**config.mk**
```make
export PLATFORM = sky130hd
export DESIGN_NAME = datamemory_stream_loader_flat
export DESIGN_NICKNAME = d
export VERILOG_FILES = /design/src/rtl/datamemory_stream_loader_if.sv /design/src/rtl/datamemory_stream_loader.sv /design/src/flat_wrapper.sv
export SDC_FILE = /design/constraint.sdc
export NUM_CORES = 1
export LEC_CHECK = 0
export ABC_AREA = 1
export BUFFER_PORTS_ARGS = -buffer_cell sky130_fd_sc_hd__buf_2
export CORE_ASPECT_RATIO = 0.75
export CORE_UTILIZATION = 35
export CTS_CLUSTER_SIZE = 20
export DETAILED_ROUTE_END_ITERATION = 12
export GPL_ROUTABILITY_DRIVEN = 0
export PLACE_DENSITY_LB_ADDON = 0.1
export RECOVER_POWER = 100
export SYNTH_ARGS = -nofsm -noshare
export SYNTH_HDL_FRONTEND = slang
export SYNTH_SLANG_ARGS = --single-unit
```
**constraint.sdc**
```tcl
create_clock -name clk -period 4.5 [get_ports clk]
set_input_delay 0.225 -clock clk [delete_from_list [all_inputs] [get_ports clk]]
set_output_delay 0.225 -clock clk [all_outputs]
set_load 0.01 [all_outputs]
```
**src/rtl/datamemory_stream_loader_if.sv**
```systemverilog
// Command, stream and datamemory-port bundle for datamemory_stream_loader.
// master = the loader itself, slave = whatever sits around it (host, streams, memory).
interface datamemory_stream_loader_if #(
  parameter int ADDR_W = 10,
  parameter int DATA_W = 32,
  parameter int LEN_W  = 11
);
  logic              start;
  logic              dir;
  logic [ADDR_W-1:0] base_addr;
  logic [LEN_W-1:0]  length;
  logic              busy;
  logic              done;
  logic [DATA_W-1:0] in_data;
  logic              in_valid;
  logic              in_ready;
  logic [DATA_W-1:0] out_data;
  logic              out_valid;
  logic              out_ready;
  logic [ADDR_W-1:0] address;
  logic [DATA_W-1:0] writedata;
  logic              memread;
  logic              memwrite;
  logic [DATA_W-1:0] readdata;
  logic [DATA_W-1:0] checksum;

  modport master (
    input  start, dir, base_addr, length, in_data, in_valid, out_ready, readdata,
    output busy, done, in_ready, out_data, out_valid, address, writedata,
           memread, memwrite, checksum
  );

  modport slave (
    output start, dir, base_addr, length, in_data, in_valid, out_ready, readdata,
    input  busy, done, in_ready, out_data, out_valid, address, writedata,
           memread, memwrite, checksum
  );
endinterface

```
**src/rtl/datamemory_stream_loader.sv**
```systemverilog
// Bursts a valid/ready stream into datamemory (fill) or memory words out to a stream (drain).
// Define CHECKSUM_EN to get a running sum of transferred words on checksum; otherwise it is tied to 0.
module datamemory_stream_loader #(
  parameter int ADDR_W = 10,
  parameter int DATA_W = 32,
  parameter int LEN_W  = 11
) (
  input logic                        clk,
  input logic                        reset,
  datamemory_stream_loader_if.master bus
);

  typedef enum logic [1:0] {IDLE, FILL, DRAIN, DONE} state_t;

  localparam logic [LEN_W-1:0] MAX_LEN = LEN_W'(2 ** ADDR_W);

  state_t            state_reg, state_next;
  logic [ADDR_W-1:0] ptr_reg;
  logic [ADDR_W-1:0] address_reg;
  logic [LEN_W-1:0]  len_reg;
  logic [LEN_W-1:0]  cnt_reg;
  logic [LEN_W-1:0]  issued_reg;
  logic [DATA_W-1:0] writedata_reg;
  logic [DATA_W-1:0] out_data_reg;
  logic              memwrite_reg;
  logic              memread_reg;
  logic              out_valid_reg;

  logic              busy, done, in_ready;
  logic              start_accept, fill_accept, capture, out_accept, last_out;
  logic [LEN_W-1:0]  len_clamped;

  assign len_clamped = (bus.length > MAX_LEN) ? MAX_LEN : bus.length;

  always_ff @(posedge clk) begin
    if (reset) begin
      state_reg <= IDLE;
    end else begin
      state_reg <= state_next;
    end
  end

  always_comb begin
    state_next = state_reg;
    case (state_reg)
      IDLE: begin
        if (bus.start) begin
          if (bus.length == '0) begin
            state_next = DONE;
          end else begin
            state_next = bus.dir ? DRAIN : FILL;
          end
        end
      end
      // Wait one cycle past the last accept so the final write strobe lands before done.
      FILL:    if (cnt_reg == len_reg) state_next = DONE;
      DRAIN:   if (last_out) state_next = DONE;
      DONE:    state_next = IDLE;
      default: state_next = IDLE;
    endcase
  end

  always_comb begin
    busy         = 1'b0;
    done         = 1'b0;
    in_ready     = 1'b0;
    start_accept = 1'b0;
    capture      = 1'b0;
    out_accept   = 1'b0;
    case (state_reg)
      IDLE:  start_accept = bus.start;
      FILL: begin
        busy     = 1'b1;
        in_ready = (cnt_reg < len_reg);
      end
      DRAIN: begin
        busy       = 1'b1;
        capture    = (!out_valid_reg || bus.out_ready) && (issued_reg < len_reg);
        out_accept = out_valid_reg && bus.out_ready;
      end
      DONE:    done = 1'b1;
      default: ;
    endcase
    fill_accept = in_ready && bus.in_valid;
    last_out    = out_accept && (cnt_reg == len_reg - LEN_W'(1));
  end

  always_ff @(posedge clk) begin
    if (reset) begin
      ptr_reg       <= '0;
      address_reg   <= '0;
      len_reg       <= '0;
      cnt_reg       <= '0;
      issued_reg    <= '0;
      writedata_reg <= '0;
      out_data_reg  <= '0;
      memwrite_reg  <= 1'b0;
      memread_reg   <= 1'b0;
      out_valid_reg <= 1'b0;
    end else begin
      memwrite_reg <= fill_accept;
      memread_reg  <= (state_next == DRAIN);

      if (start_accept) begin
        ptr_reg    <= bus.base_addr;
        cnt_reg    <= '0;
        issued_reg <= '0;
        len_reg    <= len_clamped;
        if (bus.dir) begin
          address_reg <= bus.base_addr;
        end
      end

      if (fill_accept) begin
        address_reg   <= ptr_reg;
        writedata_reg <= bus.in_data;
        ptr_reg       <= ptr_reg + ADDR_W'(1);
        cnt_reg       <= cnt_reg + LEN_W'(1);
      end

      // In drain the address register runs one word ahead of out_data, tracking ptr.
      if (capture) begin
        out_data_reg  <= bus.readdata;
        out_valid_reg <= 1'b1;
        ptr_reg       <= ptr_reg + ADDR_W'(1);
        address_reg   <= ptr_reg + ADDR_W'(1);
        issued_reg    <= issued_reg + LEN_W'(1);
      end else if (out_accept) begin
        out_valid_reg <= 1'b0;
      end

      if (out_accept) begin
        cnt_reg <= cnt_reg + LEN_W'(1);
      end
    end
  end

`ifdef CHECKSUM_EN
  logic [DATA_W-1:0] checksum_reg;

  always_ff @(posedge clk) begin
    if (reset) begin
      checksum_reg <= '0;
    end else if (start_accept) begin
      checksum_reg <= '0;
    end else if (fill_accept) begin
      checksum_reg <= checksum_reg + bus.in_data;
    end else if (out_accept) begin
      checksum_reg <= checksum_reg + out_data_reg;
    end
  end

  assign bus.checksum = checksum_reg;
`else
  assign bus.checksum = '0;
`endif

  assign bus.busy      = busy;
  assign bus.done      = done;
  assign bus.in_ready  = in_ready;
  assign bus.out_data  = out_data_reg;
  assign bus.out_valid = out_valid_reg;
  assign bus.address   = address_reg;
  assign bus.writedata = writedata_reg;
  assign bus.memread   = memread_reg;
  assign bus.memwrite  = memwrite_reg;

endmodule
```
**src/flat_wrapper.sv**
```systemverilog
// flat-port wrapper written by rule: the top's interface ports become plain ports
module datamemory_stream_loader_flat 
#(
  parameter int ADDR_W = 10,
  parameter int DATA_W = 32,
  parameter int LEN_W  = 11
)
  (clk, reset, bus_start, bus_dir, bus_base_addr, bus_length, bus_in_data, bus_in_valid, bus_out_ready, bus_readdata, bus_busy, bus_done, bus_in_ready, bus_out_data, bus_out_valid, bus_address, bus_writedata, bus_memread, bus_memwrite, bus_checksum);
  datamemory_stream_loader_if #(.ADDR_W(ADDR_W), .DATA_W(DATA_W), .LEN_W(LEN_W)) bus_i ();
  input logic clk;
  input logic reset;
  input wire logic [$bits(bus_i.start)-1:0] bus_start;
  input wire logic [$bits(bus_i.dir)-1:0] bus_dir;
  input wire logic [$bits(bus_i.base_addr)-1:0] bus_base_addr;
  input wire logic [$bits(bus_i.length)-1:0] bus_length;
  input wire logic [$bits(bus_i.in_data)-1:0] bus_in_data;
  input wire logic [$bits(bus_i.in_valid)-1:0] bus_in_valid;
  input wire logic [$bits(bus_i.out_ready)-1:0] bus_out_ready;
  input wire logic [$bits(bus_i.readdata)-1:0] bus_readdata;
  output wire logic [$bits(bus_i.busy)-1:0] bus_busy;
  output wire logic [$bits(bus_i.done)-1:0] bus_done;
  output wire logic [$bits(bus_i.in_ready)-1:0] bus_in_ready;
  output wire logic [$bits(bus_i.out_data)-1:0] bus_out_data;
  output wire logic [$bits(bus_i.out_valid)-1:0] bus_out_valid;
  output wire logic [$bits(bus_i.address)-1:0] bus_address;
  output wire logic [$bits(bus_i.writedata)-1:0] bus_writedata;
  output wire logic [$bits(bus_i.memread)-1:0] bus_memread;
  output wire logic [$bits(bus_i.memwrite)-1:0] bus_memwrite;
  output wire logic [$bits(bus_i.checksum)-1:0] bus_checksum;
  assign bus_i.start = bus_start;
  assign bus_i.dir = bus_dir;
  assign bus_i.base_addr = bus_base_addr;
  assign bus_i.length = bus_length;
  assign bus_i.in_data = bus_in_data;
  assign bus_i.in_valid = bus_in_valid;
  assign bus_i.out_ready = bus_out_ready;
  assign bus_i.readdata = bus_readdata;
  assign bus_busy = bus_i.busy;
  assign bus_done = bus_i.done;
  assign bus_in_ready = bus_i.in_ready;
  assign bus_out_data = bus_i.out_data;
  assign bus_out_valid = bus_i.out_valid;
  assign bus_address = bus_i.address;
  assign bus_writedata = bus_i.writedata;
  assign bus_memread = bus_i.memread;
  assign bus_memwrite = bus_i.memwrite;
  assign bus_checksum = bus_i.checksum;
  datamemory_stream_loader #(.ADDR_W(ADDR_W), .DATA_W(DATA_W), .LEN_W(LEN_W)) u_core (.clk(clk), .reset(reset), .bus(bus_i));
endmodule
```
==> impl_metrics.ini <==
[clocking]
root_buffer = clkbuf_16
clock_path_buffers = 2
cts_hold_buf = 0
clk_latency_ps = 410
clk_pin_slew_ps = 60
htree_levels = 4
cts_num_sinks = 122
cts-resized-gates = 0
cts_setup_buffers = 0
numCtsBuffers = 17
cts_tree = yes

[logic_synthesis]
synthFlopType = dfxtp_1
synth_top_family_by_area = simple AND/OR/NAND/NOR gates
synthArstFlopShare = 0
ys_ff_latch = 122
synth_area_um2 = 6548
synth_cell_types = 40
synthSimpleGateAreaFrac = 0.2937
synth_area_per_cell_um2 = 7.056
synthTopCellsByCount = nand2_1, nor2_1, dfxtp_1, a21oi_1, nand3_1
synth_edf_count = 0
syn_inst = 928
yosysTopAreaCellShare = 0.3730
synth.area.mux_share = 0
yosys-top-cells-area = dfxtp_1, nand2_1, nor2_1, a21oi_1, nand3_1
synth_area_leader_cell = dfxtp_1
synthMostInstantiatedCell = nand2_1
synth-compound-area-share = 0.1403
synthAdderAreaFrac = 0.05733
ys_seq_area_frac = 0.3730
ys_warn_count = 0
synthXorXnorAreaFrac = 0.02408

[critical_path]
reg2reg_slack_ps = 960
cp_data_required_time_ps = 4830
path_class = flop to flop
rr_worst_depth = 11
worstPathArrival_ps = 3870
startpoint_type = flop
cp_max_fo = 40
endpoint_kind = flop

[die]
initial_core_util = 0.3643
die_h_um = 120.5
core_area_um2 = 17970
rows = 42
fp.dieArea_um2 = 19260
fp.dieW_um = 159.9
ios = 203

[sta]
grt_setup_unrepaired = no
totalNegativeSetupSlack_ps = 0
maxSlewHeadroom = 0.05839
tightestPinTransition_ps = 1412
fin_crit_ps = 3541
fmax_ghz = 0.2824
drv_slew = 0
min_period_over_period = 0.7868
finClkSkew_ps = 7.693
setup_violations = 0
hold_violations = 0

[hold_path]
hold_path.class = input pin to flop
min_path_cells = 3

[power_and_ir_drop]
intPower_w = 0.002462
irDropWorstVdd_mv = 0.2268
swShare = 0.3671
p_sw_w = 0.001428
pwr-share-comb = 0.298
pwr_density_cell_nw_per_um2 = 496.6
seqPwrFrac = 0.354
power_leakage_nw = 3.368
pwr-share-clk = 0.348

[layout]
nNetsFinal = 1199
fill_cells = 1934
n_antenna_cell = 0
final_util = 0.4359
stdcell_count = 1332
fin_area_um2 = 7834
area_growth_pct = 19.64
drive_above_1_share = 0.1303

[placed_design]
placed_cells = 1301
io_buffers = 170
dp_hpwl_um = 13760
post_dp_cell_area_um2 = 7387

[run_status]
status = completed

[run]
max_cap_violations = 0

[grt]
antenna_found_initial = 0
grt_use_total = 0.2032
grt_max_degree = 73
grt-ovfl-total = 0
grt_pass1_wl_um = 30940
grt_pass1_vias = 5772

[route]
drcViolationCount = 0
num_vias = 6351
finalWirelength_um = 19140
postRouteAntennaNets = 0
dr.pass1.iters = 5
drt_iter0_drc = 382
routedWlPerCell_um = 14.37
viasPerCell = 4.768
## layout by cell type (no fill, tap or decap), types with 2 or more instances in the layout
master      instances
clkinvlp_4          2
nand3b_1            5
buf_2              91
a211oi_1            9
clkbuf_16          17
o21ai_0            59
nand2_1           192
or2_2               3
nand2_2             3
nand4_1            17
a21oi_1            90
nand3_1            84
xor2_1             13
clkinv_2            3
nor2_1            126
clkbuf_1           80
inv_1              62
o211ai_1            4
inv_2               2
inv_6               4
clkinv_4            2
bufinv_16           2
dfxtp_1           122
nor3_1              6
o21ai_1             5
conb_1             32
buf_4               5
ha_1               30
xnor2_1             5
## through the flow
step / power [W] / hold WS [ps] / worst slack, ps
detailed placement: 0.002606 / 453.4 / 1464
global placement: 0.002613 / 450.8 / 1525
floorplan: 0.002253 / 368.0 / 2605
finish: 0.003890 / 61.56 / 959.4
CTS: 0.003975 / 43.71 / 1456
global route: 0.004167 / 56.54 / 638.2
## worst max-delay path: stages (launching register included)
cell,delay (ps)
dfxtp_1,370
inv_1,110
ha_1,320
nand2_1,60
nor2_1,320
nand2_1,280
nand3_1,580
buf_4,500
nand2_2,240
nor2_2,410
nand2_1,90
a21oi_1,140
## cells by family after synthesis
family / after synthesis
AOI/OAI and AO/OA: 172
xor gates and xnor gates: 18
adders and majority gates: 30
buffers and inverters: 142
DFF: 122
other: 1
and+or+nand+nor: 443
## path summary, 6_finish.rpt
path,from,to
worst max-delay path,u_core.len_reg[9],u_core.cnt_reg[2]
worst min-delay path,bus_readdata[30],u_core.bus.out_data[30]
worst max register to register,u_core.len_reg[9],u_core.cnt_reg[2]
worst min register to register,u_core.bus.writedata[29],u_core.bus.writedata[29]
## final cells by class
cell class,instances,area (um2),share of cell area
Multi-Input combinational cell,695,3465,0.4423
Timing Repair Buffer,177,798.3,0.1019
Clock buffer,18,439.2,0.05606
Tap cell,242,302.8,0.03865
Sequential cell,122,2442,0.3118
Inverter,65,244.0,0.03115
Clock inverter,13,142.6,0.01821
## routing by layer
layer,GRT usage,routed length (um),vias up
li1,-,-,3291
met1,0.2958,9943,2850
met2,0.2908,7674,200
met3,0.06518,1421,10
met4,0.03690,96,0
met5,0,0,-
## power by group through the flow
stage               sequential (W)  combinational [W]  clock, W
floorplan                  0.00143           0.000819         0
CTS                        0.00137            0.00122   0.00138
global placement           0.00140            0.00121         0
detailed placement         0.00139            0.00121         0
global route               0.00140            0.00133   0.00143
finish                     0.00138            0.00116   0.00135
(Power assumes the default switching activity.)
